<file path="src/rtl/matrix_streamer_if.sv">
// Element stream from matrix_streamer to its consumer: payload, tags and
// flags travel with elem_valid; the consumer answers with elem_ready.
interface matrix_streamer_if #(
  parameter int ELEM_WIDTH = 8,
  parameter int IDX_W      = 3
);
  logic [ELEM_WIDTH-1:0] elem_out;
  logic                  elem_valid;
  logic                  elem_ready;
  logic [IDX_W-1:0]      row;
  logic [IDX_W-1:0]      col;
  logic                  row_last;
  logic                  mat_last;

  modport master (
    output elem_out, elem_valid, row, col, row_last, mat_last,
    input  elem_ready
  );

  modport slave (
    input  elem_out, elem_valid, row, col, row_last, mat_last,
    output elem_ready
  );
endinterface

</file>
<file path="src/rtl/matrix_streamer.sv">
// Captures a packed MAX_DIM x MAX_DIM matrix on start and streams its m x n
// active elements in row-major order over a valid/ready handshake.
module matrix_streamer #(
  parameter int MAX_DIM    = 5,
  parameter int ELEM_WIDTH = 8
) (
  input  logic                                  clk,
  input  logic                                  reset,
  input  logic                                  start,
  input  logic [2:0]                            m,
  input  logic [2:0]                            n,
  input  logic [MAX_DIM*MAX_DIM*ELEM_WIDTH-1:0] matrix_in,
  matrix_streamer_if.master                     strm,
  output logic                                  busy,
  output logic                                  done,
  output logic                                  err
);

  localparam int             BUS_W   = MAX_DIM * MAX_DIM * ELEM_WIDTH;
  localparam int             OFF_W   = $clog2(BUS_W);
  localparam logic [2:0]     DIM_MAX = 3'(MAX_DIM);

  typedef enum logic [1:0] {IDLE, SEND, DONE} state_t;

  state_t             state_q, state_d;
  logic [BUS_W-1:0]   mat_p0;
  logic [2:0]         m_p0, n_p0;
  logic [2:0]         row_p0, col_p0;
  logic               err_p0;

  logic dims_ok, take, hs, col_end, row_end, sending;

  // Offset is formed at integer width and only then narrowed to the bus index.
  function automatic logic [ELEM_WIDTH-1:0] elem_at(
    input logic [BUS_W-1:0] mat,
    input logic [2:0]       r,
    input logic [2:0]       c
  );
    logic [OFF_W-1:0] off;
    off = OFF_W'((int'(r) * MAX_DIM + int'(c)) * ELEM_WIDTH);
    return mat[off +: ELEM_WIDTH];
  endfunction

  assign dims_ok = (m != 3'd0) && (m <= DIM_MAX) && (n != 3'd0) && (n <= DIM_MAX);
  assign take    = (state_q == IDLE) && start && dims_ok;
  assign sending = (state_q == SEND);
  assign hs      = sending && strm.elem_ready;
  assign col_end = (col_p0 == n_p0 - 3'd1);
  assign row_end = (row_p0 == m_p0 - 3'd1);

  always_comb begin
    state_d = state_q;
    case (state_q)
      IDLE:    if (take) state_d = SEND;
      SEND:    if (hs && col_end && row_end) state_d = DONE;
      DONE:    state_d = IDLE;
      default: state_d = IDLE;
    endcase
  end

  always_ff @(posedge clk or negedge reset) begin
    if (!reset) state_q <= IDLE;
    else        state_q <= state_d;
  end

  // Capture stage: matrix, dims and the current row/col cursor.
  always_ff @(posedge clk or negedge reset) begin
    if (!reset) begin
      mat_p0 <= '0;
      m_p0   <= '0;
      n_p0   <= '0;
      row_p0 <= '0;
      col_p0 <= '0;
      err_p0 <= 1'b0;
    end else begin
      err_p0 <= (state_q == IDLE) && start && !dims_ok;
      if (take) begin
        mat_p0 <= matrix_in;
        m_p0   <= m;
        n_p0   <= n;
        row_p0 <= '0;
        col_p0 <= '0;
      end else if (hs) begin
        // Wrapping on the final beat leaves the cursor at (0,0) for idle.
        if (col_end) begin
          col_p0 <= '0;
          row_p0 <= row_end ? 3'd0 : row_p0 + 3'd1;
        end else begin
          col_p0 <= col_p0 + 3'd1;
        end
      end
    end
  end

  // Output stage: muxes of registered state only.
  assign strm.elem_valid = sending;
  assign strm.elem_out   = sending ? elem_at(mat_p0, row_p0, col_p0) : '0;
  assign strm.row        = row_p0;
  assign strm.col        = col_p0;
  assign strm.row_last   = sending && col_end;
  assign strm.mat_last   = sending && col_end && row_end;
  assign busy            = (state_q != IDLE);
  assign done            = (state_q == DONE);
  assign err             = err_p0;

endmodule
</file>
<file path="src/flat_wrapper.sv">
// flat-port wrapper written by rule: the top's interface ports become plain ports
module matrix_streamer_flat 
#(
  parameter int MAX_DIM    = 5,
  parameter int ELEM_WIDTH = 8
)
  (clk, reset, start, m, n, matrix_in, busy, done, err, strm_elem_out, strm_elem_valid, strm_row, strm_col, strm_row_last, strm_mat_last, strm_elem_ready);
  matrix_streamer_if #(.ELEM_WIDTH(ELEM_WIDTH)) strm_i ();
  input  logic clk;
  input  logic reset;
  input  logic start;
  input  logic [2:0] m;
  input  logic [2:0] n;
  input  logic [MAX_DIM*MAX_DIM*ELEM_WIDTH-1:0] matrix_in;
  output logic busy;
  output logic done;
  output logic err;
  output wire logic [$bits(strm_i.elem_out)-1:0] strm_elem_out;
  output wire logic [$bits(strm_i.elem_valid)-1:0] strm_elem_valid;
  output wire logic [$bits(strm_i.row)-1:0] strm_row;
  output wire logic [$bits(strm_i.col)-1:0] strm_col;
  output wire logic [$bits(strm_i.row_last)-1:0] strm_row_last;
  output wire logic [$bits(strm_i.mat_last)-1:0] strm_mat_last;
  input wire logic [$bits(strm_i.elem_ready)-1:0] strm_elem_ready;
  assign strm_elem_out = strm_i.elem_out;
  assign strm_elem_valid = strm_i.elem_valid;
  assign strm_row = strm_i.row;
  assign strm_col = strm_i.col;
  assign strm_row_last = strm_i.row_last;
  assign strm_mat_last = strm_i.mat_last;
  assign strm_i.elem_ready = strm_elem_ready;
  matrix_streamer #(.MAX_DIM(MAX_DIM), .ELEM_WIDTH(ELEM_WIDTH)) u_core (.clk(clk), .reset(reset), .start(start), .m(m), .n(n), .matrix_in(matrix_in), .strm(strm_i), .busy(busy), .done(done), .err(err));
endmodule
</file>
<file path="config.mk">
export PLATFORM = sky130hd
export DESIGN_NAME = matrix_streamer_flat
export DESIGN_NICKNAME = d
export VERILOG_FILES = /design/src/rtl/matrix_streamer_if.sv /design/src/rtl/matrix_streamer.sv /design/src/flat_wrapper.sv
export SDC_FILE = /design/constraint.sdc
export NUM_CORES = 1
export LEC_CHECK = 0
export CORE_MARGIN = 4
export CORE_UTILIZATION = 55
export DETAILED_ROUTE_END_ITERATION = 8
export PLACE_DENSITY_LB_ADDON = 0.12
export RECOVER_POWER = 100
export SETUP_SLACK_MARGIN = 0.2
export SYNTH_ARGS = -nofsm -noshare
export SYNTH_HDL_FRONTEND = slang
export SYNTH_SLANG_ARGS = --single-unit
</file>
<file path="constraint.sdc">
create_clock -name clk -period 6.59 [get_ports clk]
set_clock_uncertainty 0.05 [all_clocks]
set_input_delay 1.318 -clock clk [delete_from_list [all_inputs] [get_ports clk]]
set_output_delay 1.318 -clock clk [all_outputs]
set_load 0.03 [all_outputs]
</file>
# [Yosys cells after proc, flatten, opt, wreduce, memory -nomap -nowiden]
# Cells that the tools add are included.
# W data, S select, Z words.
[word_totals] in_bits=210 reg_bits=215
[op_classes] n_addsub=5 n_eq_ne=6 mux=11 reduce_logical=20 magnitude_cmp=2 mul=1 n_shift=1
[op_table] operator="$shiftx A200 B9 Y8" n=1
[op_table] operator="$mux W3" n=7
[op_table] operator="$logic_and A1 B1 Y1" n=11
[op_table] operator="$mux W8" n=1
[op_table] operator="$add A3 B1 Y3 const B" n=2
[op_table] operator="$eq A3 B3 Y1" n=2
[op_table] operator="$le A3 B3 Y1 const B" n=2
[op_table] operator="$reduce_bool A2 Y1" n=3
[op_table] operator="$reduce_bool A3 Y1" n=2
[op_table] operator="$sub A3 B1 Y3 const B" n=2
[op_table] operator="$add A5 B4 Y5" n=1
[op_table] operator="$mul A3 B3 Y5 const B" n=1
[op_table] operator="$mux W2" n=2
[op_table] operator="$pmux W2 S2" n=1
[op_table] operator="$reduce_and A2 Y1" n=2
[op_table] operator="$eq A2 B1 Y1 const B" n=1
[op_table] operator="$eq A2 B2 Y1 const B" n=1
[op_table] operator="$logic_not A2 Y1" n=1
[op_table] operator="$ne A2 B1 Y1 const B" n=1
[op_table] operator="$ne A2 B2 Y1 const B" n=1
[op_table] operator="$logic_not A1 Y1" n=1

# [Depth between registers and ports, before layout]
[logic_depth] word_depth=7 depth_mapped=9 depth_no_buf=8

# [Least setup slack after synthesis]
# Ideal clock, no wire load.
[synth_path] path_type="register to output" from="register u_core.row_p0[0], in the netlist u_core.strm.row[0]" to="output strm_elem_out[0]" path_buffers=0 path_stages_with_launch=8 path_slack_ps=1698 arrival_time_ps=3524 required_time_ps=5222 cell_sequence="dfrtp_1 ha_1 ha_1 fa_1 or2_2 nor3_1 a221oi_1 a211oi_1"
[synth_between] elab_chain_cells=4
[synth_lines] element="start: declaration" line="matrix_streamer.sv:28" rtl="logic [2:0] row_p0, col_p0;"
[synth_lines] element="start signal: assignment" line="matrix_streamer.sv:87" rtl="row_p0 <= row_end ? 3'd0 : row_p0 + 3'd1;"
[synth_lines] element="$mul A3 B3 Y5" line="matrix_streamer.sv:40" rtl="off = OFF_W'((int'(r) * MAX_DIM + int'(c)) * ELEM_WIDTH);"
[synth_lines] element="$add A5 B4 Y5" line="matrix_streamer.sv:40"
[synth_lines] element="$shiftx A200 B9 Y8" line="matrix_streamer.sv:41" rtl="return mat[off +: ELEM_WIDTH];"
[synth_lines] element="$mux W8" line="matrix_streamer.sv:97" rtl="assign strm.elem_out = sending ? elem_at(mat_p0, row_p0, col_p0) : '0;"
[synth_lines] element="end: declaration" line="flat_wrapper.sv:18" rtl="output wire logic [$bits(strm_i.elem_out)-1:0] strm_elem_out;"
# No other way between the ends.

# [Worst setup path in the final report]
[layout_path] from="register u_core.row_p0[0], in the netlist u_core.strm.row[0]" to="output strm_elem_out[6]"
# The elaborated chain is that of the path after synthesis.

==> out/qor.yml <==
run_status:
  outcome: "finished with violations"
  violations: "capacitance limit, slew limit"
setup_path:
  path_delay_family: "simple AND/OR/NAND/NOR gates"
  max_stage_delay_ps: 790
  cp-end-kind: "primary output"
  critPathLaunch: "u_core.strm.row[0]"
  path_cells: "ha_1 -> ha_1 -> fa_1 -> buf_4 -> or2_2 -> nor3_1 -> a22oi_1 -> a31oi_1 -> and3b_1 -> dlygate4sd3_1"
  critPathMaxFanout: 26
  crit_type: "register to primary output"
  arrival_ps: 4640
  crit_required_ps: 5220
  crit_buf_inv: 2
  regToRegStartpoint: "u_core.state_q[1]"
  ff2ff_path_depth: 4
  r2r_setup_slack_ps: 2580
  r2r-end: "u_core.mat_p0[178]"
  cp_slowest_cell: "dlygate4sd3_1"
  path_common_cell: "ha_1"
  startpoint_type: "register"
timing:
  fmax_mhz: 166
  setup_viol: 0
  rsz0062_at_grt: "no"
  hold_ws_ps: 432
  worst_pin_slew_ps: 4540
  relSlewSlack_pct: -202
  hold_viol: 0
  min_period_ps: 6010
  fin_tns_setup_ps: 0
  maxSlewViolCount: 271
  period_share_pct: 91.2
cts:
  post_cts_buffers: 0
  clk_path_buf_depth: 3
  post_cts_resized: 0
  cts_tree: "built"
  htree_levels: 1
  cts_num_sinks: 215
  clkTransAtPathRegs_ps: 60
  numCtsBuffers: 24
  root_buffer: "clkbuf_16"
  clock_latency_ps: 510
  hold_buffers: 0
synthesis:
  avgSynthCellArea_um2: 15.7
  synth_edf_count: 0
  yosys_warnings: 0
  async_reset_ff_share_pct: 100
  ys.flop_type: "dfrtp_1"
  ys_top_cells_by_area: "dfrtp_1, mux2_4, mux2_2, mux4_2, buf_6"
  ys_types: 45
  netlist_area_mm2: 0.0105
  synth_sequential_area_ratio_pct: 51.2
  synthesis.nets: 890
  yosys.area.top_type: "dfrtp_1"
  synthCells: 667
  synth_top_cell_area_share_pct: 51.2
  synth_seq_cells: 215
die:
  io_pins: 230
  coreArea_mm2: 0.0188
  rows: 50
  die_w_um: 146
  fp.dieH_um: 146
  die-area_mm2: 0.0214
  initial_core_util_pct: 56.0
drt:
  vias_per_cell: 5.77
  dr.pass1.iters: 4
  drt_iter0_markers: 195
  via_count: 6556
  ant_nets: 0
  wl_per_cell_um: 22.7
  wirelength_mm: 25.8
  drc: 0
finish:
  fillerInstances: 1304
  layout-drive-gt1-share_pct: 22.4
  area_growth_pct: 26.4
  n_antenna_cell: 0
  fin_nets: 1112
global_routing:
  grt_pass1_vias: 7330
  antenna_found_initial: 0
  overflow: 0
  grt_pass1_wl_mm: 41.0
  grt_usage_pct: 24.4
  grt_max_degree: 100
power:
  power_density_mw_per_mm2: 545
  p_leak_nw: 5.60
  ir_worst_vdd_mv: 0.430
place:
  io_buffers: 229
  hpwl_mm: 18.7
  gp_congestion: 0.798
worst_hold_path:
  min_delay_path_depth: 1
  hp-class: "register to register"
  whs_endpoint: "u_core.mat_p0[100]"
  hold_start: "u_core.mat_p0[100]"
run:
  maxCapViolCount: 4
-- flip-flops by register name (all words and copies together) (netlist names) --
name             cells
u_core.err           1
u_core.m_p0          3
u_core.mat_p0      200
u_core.n_p0          3
u_core.state_q       2
u_core.strm.col      3
u_core.strm.row      3
-- cell usage after synthesis (3+ instances only) --
cell and count:
dfrtp_1 215, mux2_2 106, mux2_4 100, mux4_2 42
nand2_1 23, buf_2 16, buf_6 15, mux2i_1 13
ha_1 12, nor2_1 11, clkbuf_1 9, a2111oi_0 8
nor3_1 8, a221oi_1 7, a41o_1 7, a21oi_1 6
inv_1 6, nand3_1 6, and3_1 5, xnor2_1 5
a211oi_1 4, and2_0 4, and2_1 4, xor2_1 4
nand2b_1 3, o221ai_1 3, o22a_1 3
-- cell usage in the layout (no fill, tap or decap), types with 6 or more instances in the layout --
| cell type | netlist | layout |
|---|---|---|
| dfrtp_1 | 215 | 215 |
| clkdlybuf4s50_1 | 0 | 206 |
| mux2_2 | 106 | 105 |
| mux2_1 | 0 | 98 |
| mux4_2 | 42 | 42 |
| clkbuf_16 | 0 | 25 |
| nand2_1 | 23 | 23 |
| dlygate4sd3_1 | 0 | 22 |
| mux2i_1 | 13 | 13 |
| nor2_1 | 11 | 11 |
| ha_1 | 12 | 10 |
| nor3_1 | 8 | 8 |
| a221oi_1 | 7 | 8 |
| a2111oi_0 | 8 | 8 |
| clkbuf_8 | 0 | 8 |
| a41o_1 | 7 | 7 |
| nand3_1 | 6 | 6 |
| inv_1 | 6 | 6 |
| a21oi_1 | 6 | 6 |
| buf_4 | 1 | 6 |
-- worst max path at each step --
stage	cells past startpoint	slack, ps	to
global route	9	330	strm_elem_out[7]
finish	10	580	strm_elem_out[6]
floorplan	7	1700	strm_elem_out[0]
detailed placement	10	1210	strm_elem_out[6]
global placement	9	1250	strm_elem_out[5]
CTS	10	650	strm_elem_out[6]
-- kinds of logic (layout without fill, tap and decap cells) --
group           count (synthesis)  count (layout)  share of synthesized area (%)
mux                           261             261                           35.9
fa+ha+maj                      13              13                           1.62
flops                         215             215                           51.2
compound gates                 45              45                           3.50
xor+xnor                       11              11                           1.19
simple gates                   74              74                           3.53
buf+inv                        48             284                           3.01
-- power by group --
part	total (W)	internal, W	switching (W)
combinational	0.00358	0.00180	0.00179
sequential	0.00236	0.00197	0.000386
clock	0.00129	0.000773	0.000520
-- routing by layer --
metal	up-vias	track usage (%)	part of all wire, %
li1	2946	-	-
met1	3334	30.8	40
met2	213	41.9	50
met3	63	4.93	5.3
met4	0	8.84	4.2
met5	-	0	0
-- metrics by stage --
step | util (%) | power, W | setup WS (ps) | area (um2) | std cells
3_3_place_gp | 68.8 | 0.00618 | 1250 | 12900 | 1097
6_report | 70.7 | 0.00724 | 579 | 13300 | 1137
4_1_cts | 72.9 | 0.00764 | 652 | 13700 | 1137
3_5_place_dp | 68.8 | 0.00630 | 1210 | 12900 | 1097
5_1_grt | 70.7 | 0.00767 | 327 | 13300 | 1137
2_1_floorplan | - | 0.00503 | 1700 | 10500 | 667
-- final cells by class --
class	count	area [um2]	share of cell area, %
inverters	6	22.5	0.170
clock buffers	34	739	5.57
clock inverters	6	32.5	0.245
repair buffers	238	2350	17.7
well taps	234	293	2.21
multi-input cells	404	4450	33.6
flip-flops and latches	215	5380	40.5
(Power assumes the default switching activity.)
